==> src/rtl/uart_pkg.sv <==
// rtl/uart_pkg.sv - UART register map, CTRL bit layout and loader FSM states
package uart_pkg;

  localparam logic [3:0] ADDR_CTRL = 4'd0;
  localparam logic [3:0] ADDR_TX   = 4'd4;
  localparam logic [3:0] ADDR_RX   = 4'd8;

  localparam int TX_EN   = 0;
  localparam int RX_EN   = 1;
  localparam int RX_STAT = 2;
  localparam int CPB_LSB = 3;
  localparam int CPB_MSB = 18;

  typedef enum logic [3:0] {
    ST_IDLE,
    ST_CFG,
    ST_POLL_WR,
    ST_POLL_RD,
    ST_RD_DATA,
    ST_WORD,
    ST_MEM_REQ,
    ST_CHK,
    ST_DONE
  } state_e;

  // CTRL image: receiver on, transmitter off, baud divisor in its field
  function automatic logic [31:0] ctrl_word(input logic [15:0] cpb);
    logic [31:0] w;
    w                  = '0;
    w[CPB_MSB:CPB_LSB] = cpb;
    w[RX_EN]           = 1'b1;
    w[TX_EN]           = 1'b0;
    return w;
  endfunction

endpackage

==> src/rtl/uart_byte_packer.sv <==
// rtl/uart_byte_packer.sv - little-endian byte-to-word assembler with lane counter
module uart_byte_packer (
  input  logic        clk_i,
  input  logic        rst_ni,
  input  logic        clear_i,
  input  logic        byte_valid_i,
  input  logic [7:0]  byte_i,
  output logic [1:0]  byte_cnt_o,
  output logic [31:0] word_o,
  output logic        word_valid_o
);

  // Drop each byte into its lane; pulse word_valid after the fourth lane fills
  always_ff @(posedge clk_i or negedge rst_ni) begin
    if (!rst_ni) begin
      byte_cnt_o   <= '0;
      word_o       <= '0;
      word_valid_o <= 1'b0;
    end else begin
      word_valid_o <= 1'b0;
      if (clear_i) begin
        byte_cnt_o <= '0;
        word_o     <= '0;
      end else if (byte_valid_i) begin
        case (byte_cnt_o)
          2'd0:    word_o[7:0]   <= byte_i;
          2'd1:    word_o[15:8]  <= byte_i;
          2'd2:    word_o[23:16] <= byte_i;
          default: word_o[31:24] <= byte_i;
        endcase
        byte_cnt_o   <= byte_cnt_o + 2'd1;
        word_valid_o <= (byte_cnt_o == 2'd3);
      end
    end
  end

endmodule

==> src/rtl/uart_prog_master.sv <==
// rtl/uart_prog_master.sv - serial boot loader writing a UART image into memory (option: UART_PROG_CHECKSUM_EN)
module uart_prog_master
  import uart_pkg::*;
#(
  parameter int AW        = 14,
  parameter int BASE_ADDR = 0,
  parameter int MAX_WORDS = 4096
) (
  input  logic          clk_i,
  input  logic          rst_ni,
  input  logic          start_i,
  input  logic [15:0]   clks_per_bit_i,
  output logic          ren_o,
  output logic          we_o,
  output logic [3:0]    addr_o,
  output logic [31:0]   wdata_o,
  input  logic [31:0]   rdata_i,
  output logic          mem_req_o,
  output logic [AW-1:0] mem_addr_o,
  output logic [31:0]   mem_wdata_o,
  input  logic          mem_gnt_i,
  output logic          busy_o,
`ifdef UART_PROG_CHECKSUM_EN
  output logic          err_o,
`endif
  output logic          done_o
);

  localparam int CW = $clog2(MAX_WORDS + 1);

  state_e        state;
  logic          last_status;
  logic          first_word;
  logic [CW-1:0] n_words;
  logic [CW-1:0] word_idx;
  logic [CW-1:0] n_clamped;
  logic [31:0]   ctrl_val;
  logic [31:0]   word;
  logic [1:0]    byte_cnt;
  logic          word_valid;
  logic          status;
  logic          byte_valid;
  logic          pk_clear;
  logic          last_word;
  logic          unused_rdata;

  assign ctrl_val     = ctrl_word(clks_per_bit_i);
  assign status       = rdata_i[RX_STAT];
  assign unused_rdata = ^rdata_i[31:8];
  assign n_clamped    = (word > 32'(MAX_WORDS)) ? CW'(MAX_WORDS) : word[CW-1:0];
  assign last_word    = ((word_idx + CW'(1)) == n_words);
  assign pk_clear     = (state == ST_IDLE) && start_i;

`ifdef UART_PROG_CHECKSUM_EN
  logic       chk_phase;
  logic [7:0] xor_acc;
  // The trailing checksum byte is compared, never packed into a word
  assign byte_valid = (state == ST_RD_DATA) && !chk_phase;
`else
  assign byte_valid = (state == ST_RD_DATA);
`endif

  uart_byte_packer u_packer (
    .clk_i        (clk_i),
    .rst_ni       (rst_ni),
    .clear_i      (pk_clear),
    .byte_valid_i (byte_valid),
    .byte_i       (rdata_i[7:0]),
    .byte_cnt_o   (byte_cnt),
    .word_o       (word),
    .word_valid_o (word_valid)
  );

  // Loader FSM; bus outputs are registered and set on entry to each state
  always_ff @(posedge clk_i or negedge rst_ni) begin
    if (!rst_ni) begin
      state       <= ST_IDLE;
      ren_o       <= 1'b0;
      we_o        <= 1'b0;
      addr_o      <= '0;
      wdata_o     <= '0;
      mem_req_o   <= 1'b0;
      mem_addr_o  <= '0;
      mem_wdata_o <= '0;
      busy_o      <= 1'b0;
      done_o      <= 1'b0;
      last_status <= 1'b0;
      first_word  <= 1'b0;
      n_words     <= '0;
      word_idx    <= '0;
`ifdef UART_PROG_CHECKSUM_EN
      err_o       <= 1'b0;
      chk_phase   <= 1'b0;
      xor_acc     <= '0;
`endif
    end else begin
      done_o <= 1'b0;
      case (state)
        ST_IDLE: begin
          if (start_i) begin
            state       <= ST_CFG;
            busy_o      <= 1'b1;
            we_o        <= 1'b1;
            addr_o      <= ADDR_CTRL;
            wdata_o     <= ctrl_val;
            first_word  <= 1'b1;
            word_idx    <= '0;
            n_words     <= '0;
            // a status level seen by a previous load must not mask a fresh byte
            last_status <= 1'b0;
`ifdef UART_PROG_CHECKSUM_EN
            err_o       <= 1'b0;
            chk_phase   <= 1'b0;
            xor_acc     <= '0;
`endif
          end
        end
        ST_CFG: begin
          state   <= ST_POLL_WR;
          we_o    <= 1'b1;
          addr_o  <= ADDR_CTRL;
          wdata_o <= ctrl_val;
        end
        ST_POLL_WR: begin
          state   <= ST_POLL_RD;
          we_o    <= 1'b0;
          ren_o   <= 1'b1;
          addr_o  <= ADDR_CTRL;
          wdata_o <= '0;
        end
        ST_POLL_RD: begin
          last_status <= status;
          // only a rising status consumes a byte
          if (status && !last_status) begin
            state  <= ST_RD_DATA;
            addr_o <= ADDR_RX;
          end else begin
            state   <= ST_POLL_WR;
            ren_o   <= 1'b0;
            we_o    <= 1'b1;
            wdata_o <= ctrl_val;
          end
        end
        ST_RD_DATA: begin
          ren_o  <= 1'b0;
          addr_o <= ADDR_CTRL;
`ifdef UART_PROG_CHECKSUM_EN
          if (chk_phase) begin
            err_o     <= (rdata_i[7:0] != xor_acc);
            chk_phase <= 1'b0;
            busy_o    <= 1'b0;
            done_o    <= 1'b1;
            state     <= ST_DONE;
          end else
`endif
          if (byte_cnt == 2'd3) begin
            state <= ST_WORD;
          end else begin
            state   <= ST_POLL_WR;
            we_o    <= 1'b1;
            wdata_o <= ctrl_val;
          end
        end
        ST_WORD: begin
          if (word_valid) begin
            if (first_word) begin
              first_word <= 1'b0;
              n_words    <= n_clamped;
              if (n_clamped == '0) begin
                busy_o <= 1'b0;
                done_o <= 1'b1;
                state  <= ST_DONE;
              end else begin
                state   <= ST_POLL_WR;
                we_o    <= 1'b1;
                wdata_o <= ctrl_val;
              end
            end else begin
              state       <= ST_MEM_REQ;
              mem_req_o   <= 1'b1;
              mem_addr_o  <= AW'(BASE_ADDR) + AW'(word_idx);
              mem_wdata_o <= word;
`ifdef UART_PROG_CHECKSUM_EN
              xor_acc     <= xor_acc ^ word[7:0] ^ word[15:8] ^ word[23:16] ^ word[31:24];
`endif
            end
          end
        end
        ST_MEM_REQ: begin
          // request, address and data stay put until granted
          if (mem_gnt_i) begin
            mem_req_o <= 1'b0;
            word_idx  <= word_idx + CW'(1);
            if (last_word) begin
`ifdef UART_PROG_CHECKSUM_EN
              state  <= ST_CHK;
`else
              busy_o <= 1'b0;
              done_o <= 1'b1;
              state  <= ST_DONE;
`endif
            end else begin
              state   <= ST_POLL_WR;
              we_o    <= 1'b1;
              wdata_o <= ctrl_val;
            end
          end
        end
`ifdef UART_PROG_CHECKSUM_EN
        ST_CHK: begin
          chk_phase <= 1'b1;
          state     <= ST_POLL_WR;
          we_o      <= 1'b1;
          wdata_o   <= ctrl_val;
        end
`endif
        ST_DONE: begin
          state <= ST_IDLE;
        end
        default: begin
          state <= ST_IDLE;
        end
      endcase
    end
  end

endmodule

==> config.mk <==
export PLATFORM = sky130hd
export DESIGN_NAME = uart_prog_master
export DESIGN_NICKNAME = d
export VERILOG_FILES = /design/src/rtl/uart_pkg.sv /design/src/rtl/uart_byte_packer.sv /design/src/rtl/uart_prog_master.sv
export SDC_FILE = /design/constraint.sdc
export NUM_CORES = 1
export LEC_CHECK = 0
export ABC_AREA = 1
export CORE_MARGIN = 1
export CORE_UTILIZATION = 35
export CTS_CLUSTER_DIAMETER = 30
export DETAILED_ROUTE_END_ITERATION = 12
export REMOVE_ABC_BUFFERS = 1
export SLEW_MARGIN = 20
export SYNTH_ARGS = -nofsm -noshare
export SYNTH_HDL_FRONTEND = slang
export SYNTH_SLANG_ARGS = --single-unit
==> constraint.sdc <==
create_clock -name clk_i -period 2.8 [get_ports clk_i]
set_clock_uncertainty 0.1 [all_clocks]
set_input_delay 0.28 -clock clk_i [delete_from_list [all_inputs] [get_ports clk_i]]
set_output_delay 0.28 -clock clk_i [all_outputs]
set_load 0.005 [all_outputs]
======== After elaboration in Yosys (flattened, before gate mapping) ========
Cells that the tools add are included.
storage, ports and cells
  output and inout bits ................... 87
  input port bits ......................... 52
  flip-flop bits (word level) ............. 153
  word-level logic and storage cells ...... 151
cells by class
  reduce and logical (&&, ||, !) cells .... 35
  muxes and demuxes ....................... 69
  bitwise logic cells ..................... 1
  add/subtract/negate cells ............... 2
  $lt $le $gt $ge ......................... 1
  eq/ne operators ......................... 23
operator list
  kind                   count
  $mux 32                10
  $pmux 32 s7            1
  $mux 13                5
  $pmux 13 s2            2
  $gt 32x13->1 const B   1
  $mux 4                 8
  $mux 8                 4
  $pmux 4 s7             1
  $mux 1                 26
  $ne 2x2->1 const B     11
  $reduce_bool 2->1      8
  $reduce_and 3->1       5
  $add 13x1->13 const B  1
  $eq 13x13->1           1
  $logic_not 13->1       1
  $eq 4x3->1 const B     3
  $pmux 4 s3             1
  $reduce_and 2->1       6
  $reduce_and 9->1       1
  $reduce_bool 3->1      3
  $eq 4x2->1 const B     2
  $pmux 1 s2             4
  $reduce_and 4->1       2
  $pmux 1 s7             1
  other kinds (16)       23

======== Depth between registers and ports, before layout ========
  depth in word-level cells ............... 7
  mapped depth ............................ 17
  mapped depth without buffers ............ 16

======== By module ========
From an unflattened synthesis, not the netlist that was laid out.
second synthesis, totals
  cell total of the unflattened synthesis .. 813
  area total of the unflattened synthesis .. 6,608.8 µm²
by module, submodules not included
  module            seq. area each (µm²)  area each (µm²)  cells each  times used
  uart_prog_master  2,477.4               5,051.1          637         1
  uart_byte_packer  875.8                 1,557.7          176         1

======== Worst setup path after synthesis ========
OpenSTA, ideal clock, no wires.
  path type ............................... register to register
  start ................................... reg word_idx[1]
  end ..................................... reg wdata_o[3]
  clock period less this slack ............ 2,130 ps
  data required time ...................... 2,583 ps
  path buffers ............................ 3
  arrival ................................. 1,914 ps
  setup time .............................. 117 ps
  setup slack ............................. 670 ps
  stages on the path, launching flop included .. 17
  path through ............................ dfrtp_1 > ha_1 > buf_4 > nand2_1 > nor2_4 > nand2_1 > nand2_1 > nand2_1 > nand3_1 > nor2_1 > nand3_1 > nor2_1 > nand4_2 > buf_6 > buf_8 > nand3_1 > nand2_1
between the ends
  longest elaborated chain between the ends .. 4
RTL lines
  item                               RTL line                 text
  from (decl)                        uart_prog_master.sv:35   logic [CW-1:0] word_idx;
  from (signal assigned)             uart_prog_master.sv:193  word_idx <= word_idx + CW'(1);
  $add 13x1->13                      uart_prog_master.sv:51   assign last_word = ((word_idx + CW'(1)) == n_words);
  $eq 13x13->1                       uart_prog_master.sv:51
  $ne 2x2->1 (no source line)        --
  $reduce_and 9->1 (no source line)  --
  to (signal assigned)               uart_prog_master.sv:105  wdata_o <= ctrl_val;
  to (signal assigned)               uart_prog_master.sv:122  wdata_o <= ctrl_val;
  to (signal assigned)               uart_prog_master.sv:141  wdata_o <= ctrl_val;
  to (decl)                          uart_prog_master.sv:16   output logic [31:0] wdata_o,
No other way between the ends.
A chain may end at the register's enable or synchronous reset.

======== Worst setup path in the final report ========
  start ................................... reg word_idx[0]
  end ..................................... reg wdata_o[6]
Same word-level chain as after synthesis.

==> reports/qor.yml <==
outcome:
  outcome: "finished, final reports clean"
sta:
  relSlewSlack_pct: 55.89
  worstMarginPinSlew_ns: 0.6617
  timing.fmax_ghz: 0.4035
  drv_slew: 0
  layout_min_cycle_time_ns: 2.478
  fin_tns_setup_ns: 0
  hold_viol_final: 0
  fin_ws_ns: 0.3216
  final.period_utilization_pct: 88.51
  rsz0062_at_grt: "false"
  finalSetupViolCount: 0
power_and_ir_drop:
  swShare_pct: 32.96
  power_frac_comb_pct: 28.2
  power.leakage_nw: 3.868
  p_sw_mw: 2.304
  p_seq_share_pct: 37.9
  ir_worst_vdd_mv: 0.4569
  power.internal_mw: 4.686
  clkPwrFrac_pct: 33.9
  power_density_mw_per_mm2: 860.1
route:
  firstDrtPassIters: 5
  wl_per_cell_um: 13.69
  first_iter_violations: 327
  drc: 0
  vias_per_cell: 4.715
  ant_nets: 0
  vias: 5215
  drt_wl_total_mm: 15.14
floorplanning:
  rows: 48
  initial_core_util_pct: 36.32
  die_y_um: 136.9
  dieWidth_um: 136.9
  coreArea_mm2: 0.01754
  dieArea_mm2: 0.01874
  ios: 139
critical_path:
  crit_fanout: 9
  worstPathRequired_ns: 3.01
  arrival_ns: 2.69
  cp_top_family: "simple AND/OR/NAND/NOR gates"
  slowest_delay_ns: 0.55
  critPathBufInv: 1
  path_cells: "ha_1, nand2_1, nor2_4, nand2_1, nand3_1, nand3_1, nor2_1, nand3_1, nor2_1, nand4_2, buf_4, nand3_1, nand2_1"
  start_kind: "flip-flop"
  worst_setup_path_end_kind: "flip-flop"
  slowest_stage: "dfrtp_1"
  worst_path_most_repeated_cell: "nand3_1"
  worstSetupPathType: "flip-flop to flip-flop"
global_route:
  grt_pass1_wl_mm: 24.94
  grt.overflow.total: 0
  antenna_found_initial: 0
  gr-usage-all-layers_pct: 17.57
  grt_max_degree: 71
  grt_pass1_vias: 4883
layout:
  num-fill-cells: 1765
  diodes: 0
  syn2layout_area_growth_pct: 27.60
  seq_area_mm2: 0.003353
  multi_input_area_mm2: 0.002432
  design_area_mm2: 0.008127
  layout_common_cells: "nand2_1 (220), dfrtp_1 (134), inv_1 (97)"
  drive_above_1_share_pct: 7.719
  final_common_cell: "nand2_1"
  final_nets: 926
yosys:
  netlist_area_mm2: 0.006369
  synthFlopType: "dfrtp_1"
  ys_warn_count: 0
  synth_cell_type_count: 39
  ys_ff_latch: 134
  seq_area_frac_synth_pct: 52.65
  synth_enable_flop_cells: 0
  synth-async-reset-ratio_pct: 100.0
  syn_area_per_cell_um2: 8.282
  synth_cells: 769
placement:
  port_buffers: 95
  routabilityCongestion: 0.8414
  place_area_mm2: 0.007487
  preCtsSetupSlack_ns: 0.3180
  dp_hpwl_mm: 10.59
clock_tree:
  clk_latency_ns: 0.43
  cts_buffer_depth: 2
  cts_sinks: 134
  cts-buffers-inserted: 17
  htree_levels: 4
  clockRootBuffer: "clkbuf_16"
  clk_pin_slew_ns: 0.06
  cts_tree: "yes"
run:
  max_cap_violations: 0
worst_hold_path:
  hp-class: "input pin to asynchronous set/reset pin"
## synth_stat cells, types with 6 or more instances
cell type  number  area, µm²
buf_4          21      157.7
o21ai_0        89      445.4
dfrtp_1       134       3353
nor2_1         46      172.7
o22ai_1        19      118.9
nand4_1        12      75.07
inv_1          97      364.1
ha_1            6      75.07
clkbuf_1       16      60.06
nand3_1        59      295.3
nand2_1       221      829.6
## sequential cells by signal, indices dropped and copies added (netlist names)
| name | count |
|---|---|
| mem_wdata_o | 32 |
| ren_o | 1 |
| mem_req_o | 1 |
| word_idx | 13 |
| u_packer.word_valid_o | 1 |
| u_packer.word_o | 32 |
| last_status | 1 |
| addr_o | 1 |
| u_packer.byte_cnt_o | 2 |
| state | 4 |
| wdata_o | 17 |
| first_word | 1 |
| mem_addr_o | 13 |
| busy_o | 1 |
| n_words | 13 |
| done_o | 1 |
## area by class of cell
class / instances / share of cell area, %
Tap cell: 225 / 3.464
Multi-Input combinational cell: 510 / 29.93
Timing Repair Buffer: 105 / 12.98
Sequential cell: 134 / 41.26
Inverter: 100 / 4.619
Clock inverter: 8 / 1.447
Clock buffer: 24 / 6.297
## per-stage QoR
stage | util (%) | hold slack (ns) | instances | total power, mW
6_report | 46.34 | 0.3273 | 1106 | 6.990
5_1_grt | 46.34 | 0.3845 | 1106 | 7.475
4_1_cts | 46.34 | 0.3543 | 1106 | 7.074
3_5_place_dp | 42.69 | 0.2379 | 1073 | 4.669
3_3_place_gp | 42.69 | 0.2327 | 1073 | 4.635
2_1_floorplan | - | -0.1156 | 744 | 3.805
## power by group through the flow
stage                     Sequential [mW]  Clock [mW]  Combinational, mW
final                                2.65        2.37               1.97
after global routing                 2.71        2.51               2.26
after CTS                            2.65        2.41               2.01
after detailed placement             2.67           0               1.99
after global placement               2.67           0               1.96
after floorplan                      2.62           0               1.18
## final timing paths
kind	start	to	slack, ns	cells after the start
setup / recovery	word_idx[0]$_DFFE_PN0P_	wdata_o[6]$_DFFE_PN0P_	0.32	13
hold / removal	rst_ni	mem_wdata_o[15]$_DFFE_PN0P_	0.33	2
setup reg to reg	word_idx[0]$_DFFE_PN0P_	wdata_o[6]$_DFFE_PN0P_	0.32	13
hold reg to reg	wdata_o[7]$_DFFE_PN0P_	wdata_o[7]$_DFFE_PN0P_	0.37	2
max in group asynchronous	rst_ni	mem_addr_o[10]$_DFFE_PN0P_	1.51	3
min in group clk_i	wdata_o[7]$_DFFE_PN0P_	wdata_o[7]$_DFFE_PN0P_	0.37	2
## layer usage
| metal | vias to the layer above | share of wire [%] | GRT usage (%) |
|---|---|---|---|
| met2 | 115 | 45 | 25.86 |
| li1 | 2636 | - | - |
| met3 | 17 | 4.3 | 4.333 |
| met5 | - | 0 | 0 |
| met4 | 0 | 1.4 | 6.105 |
| met1 | 2447 | 50 | 25.04 |
## logic make-up (layout without fill, tap and decap cells)
group                    count (synthesis)  after routing  share of synthesized area (%)
AO/OA/AOI/OAI                          122            122                          10.53
XOR/XNOR                                 2              2                         0.2751
adder cells (fa/ha/maj)                  6              6                          1.179
buffers and inverters                  143            237                          10.33
flip-flops                             134            134                          52.65
multiplexers                             2              2                         0.3536
other                                    1             19                        0.05888
AND/OR/NAND/NOR                        359            359                          24.62
## timing repair
action,CTS,global route
buffers inserted,0,0
hold buffers,1,0
endpoints found under the hold margin,68,0
gates resized for setup,0,0
(Power assumes the default switching activity.)
